--- src/rtl/snake_pkg.sv ---
// Shared definitions for the snake board RAM arbiter.
// Holds the board geometry, RAM address width, arbiter FSM encoding and the
// cell-coordinate helpers used by the arbiter.
// No ports (package).
package snake_pkg;

  localparam logic [5:0]  GRID_W   = 6'd40;
  localparam logic [5:0]  GRID_H   = 6'd30;
  localparam int unsigned CELL_W   = 6;
  localparam int unsigned ADDR_W   = 11;
  localparam int unsigned CELLS    = 1200;
  localparam logic [ADDR_W-1:0] LAST_CELL = 11'd1199;
  localparam logic [3:0]  MAX_WAIT = 4'd8;

  typedef enum logic [2:0] {
    StIdle,
    StVgaRd,
    StGameRd,
    StGameWr,
    StClr
  } arb_state_e;

  function automatic logic cell_in_range(logic [CELL_W-1:0] x, logic [CELL_W-1:0] y);
    return (x < GRID_W) && (y < GRID_H);
  endfunction

  // y*40 + x as shift-add; only meaningful when the cell is in range.
  function automatic logic [ADDR_W-1:0] cell_addr(logic [CELL_W-1:0] x, logic [CELL_W-1:0] y);
    logic [11:0] a;
    a = ({6'd0, y} << 5) + ({6'd0, y} << 3) + {6'd0, x};
    return a[ADDR_W-1:0];
  endfunction

endpackage

--- src/rtl/board_ram.sv ---
// 1200x1 synchronous single-port board RAM.
// Write takes effect at the clock edge; read data appears one cycle after the
// address is presented.
// Ports: clk_i clock, addr_i cell address, we_i write enable, wdata_i write
// data, rdata_o registered read data.
module board_ram import snake_pkg::*; (
  input  logic              clk_i,
  input  logic [ADDR_W-1:0] addr_i,
  input  logic              we_i,
  input  logic              wdata_i,
  output logic              rdata_o
);

  logic mem_q [CELLS];
  logic rdata_q;

  always_ff @(posedge clk_i) begin
    if (we_i) begin
      mem_q[addr_i] <= wdata_i;
    end
    rdata_q <= mem_q[addr_i];
  end

  assign rdata_o = rdata_q;

endmodule

--- src/rtl/board_ram_arbiter.sv ---
// Snake board RAM arbiter: shares the single-port board RAM between VGA
// scan-out (top priority, read-only), the game engine (valid/ready read/write)
// and a sequenced full-board clear.
// Ports: clk_25M/rst_n clock and async active-low reset; pixel_x/pixel_y VGA
// cell, pixel_data registered cell value; req_* game request channel with
// req_ready handshake; rsp_valid/rsp_rdata one-cycle read response;
// clear_start clear pulse, busy clear in progress.
// Optional: BOARD_ARB_STARVE_GUARD_EN grants the game an IDLE slot ahead of a
// stale VGA fetch once it has waited MAX_WAIT cycles.
module board_ram_arbiter import snake_pkg::*; (
  input  logic              clk_25M,
  input  logic              rst_n,
  input  logic [CELL_W-1:0] pixel_x,
  input  logic [CELL_W-1:0] pixel_y,
  output logic              pixel_data,
  input  logic              req_valid,
  output logic              req_ready,
  input  logic              req_we,
  input  logic [CELL_W-1:0] req_x,
  input  logic [CELL_W-1:0] req_y,
  input  logic              req_wdata,
  output logic              rsp_valid,
  output logic              rsp_rdata,
  input  logic              clear_start,
  output logic              busy
);

  arb_state_e state_q, state_d;

  logic                stale_q, stale_d;
  logic [2*CELL_W-1:0] last_pix_q, last_pix_d;   // {y,x} of the last VGA fetch
  logic                vga_pend_q, rsp_pend_q, pend_oor_q;
  logic                req_we_q, req_wdata_q;
  logic [CELL_W-1:0]   req_x_q, req_y_q;
  logic [ADDR_W-1:0]   clr_cnt_q, clr_cnt_d;
  logic                busy_q, busy_d;
  logic                pixel_data_q, rsp_valid_q, rsp_rdata_q;

  logic [ADDR_W-1:0]   ram_addr;
  logic                ram_we, ram_wdata, ram_rdata;

  logic                pix_in, game_in, last_in, vga_stale, game_first, accept, wr_hit;
  logic [ADDR_W-1:0]   pix_addr, game_addr, last_addr;

  assign pix_in    = cell_in_range(pixel_x, pixel_y);
  assign pix_addr  = cell_addr(pixel_x, pixel_y);
  assign game_in   = cell_in_range(req_x_q, req_y_q);
  assign game_addr = cell_addr(req_x_q, req_y_q);
  assign last_in   = cell_in_range(last_pix_q[CELL_W-1:0], last_pix_q[2*CELL_W-1:CELL_W]);
  assign last_addr = cell_addr(last_pix_q[CELL_W-1:0], last_pix_q[2*CELL_W-1:CELL_W]);

  assign vga_stale = stale_q || ({pixel_y, pixel_x} != last_pix_q);

`ifdef BOARD_ARB_STARVE_GUARD_EN
  logic [3:0] wait_q, wait_d;

  assign game_first = (wait_q == MAX_WAIT) && req_valid && !busy_q;

  always_comb begin
    wait_d = wait_q;
    if (accept) begin
      wait_d = '0;
    end else if (req_valid && !req_ready && (wait_q != MAX_WAIT)) begin
      wait_d = wait_q + 4'd1;
    end
  end

  always_ff @(posedge clk_25M or negedge rst_n) begin
    if (!rst_n) begin
      wait_q <= '0;
    end else begin
      wait_q <= wait_d;
    end
  end
`else
  assign game_first = 1'b0;
`endif

  assign req_ready = (state_q == StIdle) && !busy_q && (!vga_stale || game_first);
  assign accept    = req_valid && req_ready;

  always_comb begin
    state_d   = StIdle;
    ram_addr  = '0;
    ram_we    = 1'b0;
    ram_wdata = 1'b0;
    unique case (state_q)
      StIdle: begin
        if (vga_stale && !game_first) begin
          state_d = StVgaRd;
        end else if (busy_q) begin
          state_d = StClr;
        end else if (accept) begin
          state_d = req_we ? StGameWr : StGameRd;
        end
      end
      StVgaRd:  ram_addr = pix_in ? pix_addr : '0;
      StGameRd: ram_addr = game_in ? game_addr : '0;
      StGameWr: begin
        ram_addr  = game_in ? game_addr : '0;
        ram_we    = game_in;      // out-of-range writes are accepted but dropped
        ram_wdata = req_wdata_q;
      end
      StClr: begin
        ram_addr = clr_cnt_q;
        ram_we   = 1'b1;
      end
      default: state_d = StIdle;
    endcase
  end

  // A write landing on the displayed cell forces a refetch.
  assign wr_hit = ram_we && last_in && (ram_addr == last_addr);

  always_comb begin
    stale_d    = stale_q;
    last_pix_d = last_pix_q;
    if (state_q == StVgaRd) begin
      stale_d    = 1'b0;
      last_pix_d = {pixel_y, pixel_x};
    end
    if (wr_hit) begin
      stale_d = 1'b1;
    end

    busy_d    = busy_q;
    clr_cnt_d = clr_cnt_q;
    if (clear_start && !busy_q) begin
      busy_d = 1'b1;
    end
    if (state_q == StClr) begin
      if (clr_cnt_q == LAST_CELL) begin
        clr_cnt_d = '0;
        busy_d    = 1'b0;
      end else begin
        clr_cnt_d = clr_cnt_q + 11'd1;
      end
    end
  end

  always_ff @(posedge clk_25M or negedge rst_n) begin
    if (!rst_n) begin
      state_q      <= StIdle;
      stale_q      <= 1'b1;
      last_pix_q   <= '0;
      vga_pend_q   <= 1'b0;
      rsp_pend_q   <= 1'b0;
      pend_oor_q   <= 1'b0;
      req_we_q     <= 1'b0;
      req_wdata_q  <= 1'b0;
      req_x_q      <= '0;
      req_y_q      <= '0;
      clr_cnt_q    <= '0;
      busy_q       <= 1'b0;
      pixel_data_q <= 1'b0;
      rsp_valid_q  <= 1'b0;
      rsp_rdata_q  <= 1'b0;
    end else begin
      state_q    <= state_d;
      stale_q    <= stale_d;
      last_pix_q <= last_pix_d;
      clr_cnt_q  <= clr_cnt_d;
      busy_q     <= busy_d;
      vga_pend_q <= (state_q == StVgaRd);
      rsp_pend_q <= (state_q == StGameRd);
      if (state_q == StVgaRd) begin
        pend_oor_q <= !pix_in;
      end else if (state_q == StGameRd) begin
        pend_oor_q <= !game_in;
      end
      if (accept) begin
        req_we_q    <= req_we;
        req_wdata_q <= req_wdata;
        req_x_q     <= req_x;
        req_y_q     <= req_y;
      end
      // RAM data is valid the cycle after the read was issued.
      if (vga_pend_q) begin
        pixel_data_q <= pend_oor_q ? 1'b0 : ram_rdata;
      end
      rsp_valid_q <= rsp_pend_q;
      if (rsp_pend_q) begin
        rsp_rdata_q <= pend_oor_q ? 1'b0 : ram_rdata;
      end
    end
  end

  board_ram u_board_ram (
    .clk_i   (clk_25M),
    .addr_i  (ram_addr),
    .we_i    (ram_we),
    .wdata_i (ram_wdata),
    .rdata_o (ram_rdata)
  );

  assign pixel_data = pixel_data_q;
  assign rsp_valid  = rsp_valid_q;
  assign rsp_rdata  = rsp_rdata_q;
  assign busy       = busy_q;

endmodule

--- config.mk ---
export PLATFORM = sky130hd
export DESIGN_NAME = board_ram_arbiter
export DESIGN_NICKNAME = d
export VERILOG_FILES = /design/src/rtl/snake_pkg.sv /design/src/rtl/board_ram.sv /design/src/rtl/board_ram_arbiter.sv
export SDC_FILE = /design/constraint.sdc
export NUM_CORES = 2
export LEC_CHECK = 0
export CAP_MARGIN = 20
export CORE_ASPECT_RATIO = 1.4
export CORE_MARGIN = 2
export CORE_UTILIZATION = 50
export DETAILED_ROUTE_END_ITERATION = 8
export PLACE_DENSITY = 0.64
export SYNTH_ARGS = -nofsm -noshare
export SYNTH_HDL_FRONTEND = slang
export SYNTH_SLANG_ARGS = --single-unit
--- constraint.sdc ---
create_clock -name clk_25M -period 22 [get_ports clk_25M]
set_input_delay 3.3 -clock clk_25M [delete_from_list [all_inputs] [get_ports clk_25M]]
set_output_delay 3.3 -clock clk_25M [all_outputs]
set_load 0.005 [all_outputs]
==> flow_metrics.py <==
metrics = {
    "clock_tree": {
        "ctsResizeCount": 0,
        "numCtsBuffers": 115,
        "holdBufCountCts": 0,
        "htree_levels": 3,
        "insertion_delay_ns": 0.73,
        "cts.path.max_buffers": 3,
        "post_cts_buffers": 0,
        "path_clk_slew_ns": 0.06,
        "tritoncts": "done",
        "cts_root_buffer": "clkbuf_16",
        "clock-sinks": 1248,
    },
    "power": {
        "leakage_nw": 21.2,
        "vdd_drop_max_v": 0.0000636,
        "power.density_mw_per_mm2": 78.9,
    },
    "timing": {
        "fmaxAchievable_mhz": 109,
        "setup_tns_ns": 0,
        "finalMaxSlewViolations": 0,
        "setup_viol": 0,
        "rsz0062_at_grt": "no",
        "worst_clock_skew_ns": 0.0198,
        "slew-limit-headroom": 0.111,
        "hold_viol": 0,
        "whs_ns": 0.382,
        "tightest_slew_ns": 1.33,
        "fin_crit_sh": 0.416,
        "period_minus_slack_ns": 9.16,
    },
    "global_route": {
        "grt_overflow_total": 0,
        "grt_pass1_vias": 37600,
        "antenna_found_initial": 2,
        "grt_pass1_wl_mm": 254,
        "track_usage": 0.306,
        "grt_max_degree": 295,
    },
    "synthesis": {
        "synth_area_mm2": 0.0557,
        "yosysMostFrequentCell": "nor2_1",
        "synth_area_leader_cell": "edfxtp_1",
        "synth.avg_cell_area_um2": 11.2,
        "yosys_warnings": 0,
        "ys_seq_elements": 1248,
        "synth_cell_types": 75,
        "synth_edf_count": 1200,
        "yosys-top-cells-area": "edfxtp_1 (65%), nor2_1 (8.4%), nand2_1 (6.1%)",
        "synthTopCellsByCount": "nor2_1 (1241), edfxtp_1 (1200), nand2_1 (907)",
        "synth_ff_type": "edfxtp_1",
        "yosysTopAreaCellShare": 0.647,
        "syn_nets": 5054,
        "ys_seq_area_frac": 0.669,
        "ys_async_sr_fraction": 0.0377,
        "netlist_instances": 4984,
    },
    "outcome": {
        "status": "finished clean",
    },
    "worst_setup_path": {
        "cp_cell_sequence": "clkdlybuf4s50_1 > xor2_1 > nor4_1 > nand4_1 > nor4_1 > nand2_1 > nor2_1 > clkdlybuf4s50_1",
        "start_kind": "input pin",
        "crit_slowest_cell": "nor4_1",
        "critPathCaptureType": "output pin",
        "crit_cells": 8,
        "cp_slowest_stage_delay_ns": 0.58,
        "cp_top_family": "simple AND/OR/NAND/NOR gates",
        "cp_max_fo": 5,
        "cp_data_required_time_ns": 18.70,
        "reg2reg_depth": 13,
        "arrival_ns": 5.86,
        "crit_type": "input pin to output pin",
        "crit_buf_inv": 2,
    },
    "final_layout": {
        "nets": 4933,
        "areaGrowthSynthToFinish_pct": 10.8,
        "fin_area_mm2": 0.0617,
        "drive_above_1_share": 0.0843,
        "diodes": 0,
        "stdcell_count": 6420,
        "final_core_util": 0.559,
        "nFillCells": 9309,
    },
    "detailed_routing": {
        "final_antenna_net_count": 0,
        "viasPerCell": 6.23,
        "met3WireLength_mm": 16.2,
        "wire_per_inst_um": 27.5,
        "initialDrtViolationCount": 5440,
        "drc_errors": 0,
        "met2_wirelength_mm": 86.5,
        "dr.pass1.iters": 7,
        "route.top_layer_used": "met4",
        "routed_wirelength_mm": 176,
        "drt-met1-wl_mm": 62.0,
        "vias": 40000,
    },
    "floorplan": {
        "die_w_um": 286,
        "pin_count": 35,
        "dieArea_mm2": 0.114,
        "die_h_um": 399,
        "placementRows": 144,
        "core_mm2": 0.110,
        "initial_core_util": 0.505,
    },
    "place": {
        "dp_hpwl_mm": 93.7,
        "port_buffers": 34,
        "place_area_mm2": 0.0575,
        "dp_cells": 6190,
        "gp_congestion": 0.856,
    },
    "flow_run": {
        "cap_viol_max_count": 0,
    },
    "min_path": {
        "hold_path_class": "register to register",
        "holdPathStages": 0,
    },
}
[worst paths after layout]
check	startpoint	endpoint	slack [ns]
worst min-delay path	rsp_pend_q	rsp_valid	0.38
worst max-delay path	pixel_y[1]	req_ready	12.84
max in group asynchronous	rst_n	last_pix_q[6]	18.90
worst min register to register	rsp_pend_q	rsp_valid	0.38
min in group asynchronous	rst_n	req_y_q[0]	2.67
worst max register to register	state_q[0]	u_board_ram.rdata_o	15.42
[placed cells by master, fill, tap and decap left out, types with 34 or more instances in the layout]
master and n:
a21oi_1 173, o21ai_0 37, nand2_1 878, buf_4 119
dfrtp_1 46, nand3_1 185, mux2i_1 181, ha_1 34
clkbuf_16 117, o22ai_1 55, edfxtp_1 1200, a31oi_1 60
nor2_1 1234, nand4_1 58
[per-layer routing]
layer  GRT usage  vias to the layer above
met5           0                        -
met1       0.373                    20000
li1            -                    17300
met3      0.0471                      539
met4       0.181                        0
met2       0.518                     2241
[sequential cells by signal (all words and copies together), names as in the netlist]
signal,count
u_board_ram.mem_q,1200
req_wdata_q,1
pixel_data,1
req_x_q,6
state_q,3
rsp_valid,1
req_y_q,6
vga_pend_q,1
pend_oor_q,1
clr_cnt_q,11
rsp_rdata,1
u_board_ram.rdata_o,1
last_pix_q,12
rsp_pend_q,1
busy,1
stale_q,1
[cell type report]
type                    count  area [µm²]  share of cell area
well taps                1460        1830              0.0296
clock buffers             143        3080              0.0499
inverters                  21        78.8             0.00128
repair buffers            181        1860              0.0302
clock inverters            71         713              0.0116
multi-input cells        3296       16900               0.274
flip-flops and latches   1248       37200               0.604
[cells by family after synthesis]
logic type | Yosys count | share of synthesized area
muxes | 210 | 0.0435
AOI/OAI and AO/OA | 487 | 0.0561
adders and majority gates | 40 | 0.00980
xor gates and xnor gates | 40 | 0.00629
and+or+nand+nor | 2519 | 0.183
buffers and inverters | 440 | 0.0328
DFF | 1248 | 0.669
[power breakdown]
| group | internal, W | switching, W | total, W | leakage (nW) |
|---|---|---|---|---|
| sequential | 0.00256 | 0.00000259 | 0.00257 | 14.6 |
| combinational | 0.0000709 | 0.000191 | 0.000262 | 4.75 |
| clock | 0.00114 | 0.000896 | 0.00204 | 1.87 |
| total | 0.00378 | 0.00109 | 0.00487 | 21.2 |
[worst reg2reg max path: stages (launching register included)]
cell      delay, ns
dfrtp_1        0.47
or3b_1         0.66
inv_2          0.41
nand4_1        0.24
nand3_4        0.52
buf_12         0.59
buf_4          1.01
mux2i_1        0.36
o22ai_1        0.09
or4_1          0.40
or4_1          0.52
o21ai_0        0.62
a31oi_1        0.18
a2111o_1       0.40
[through the flow]
step,power (W),worst slack [ns]
6_report,0.00487,12.84
4_1_cts,0.00486,12.77
5_1_grt,0.00497,12.58
3_3_place_gp,0.00287,12.71
2_1_floorplan,0.00276,2.81
3_5_place_dp,0.00287,12.78
Power figures use the tool's default switching activity.
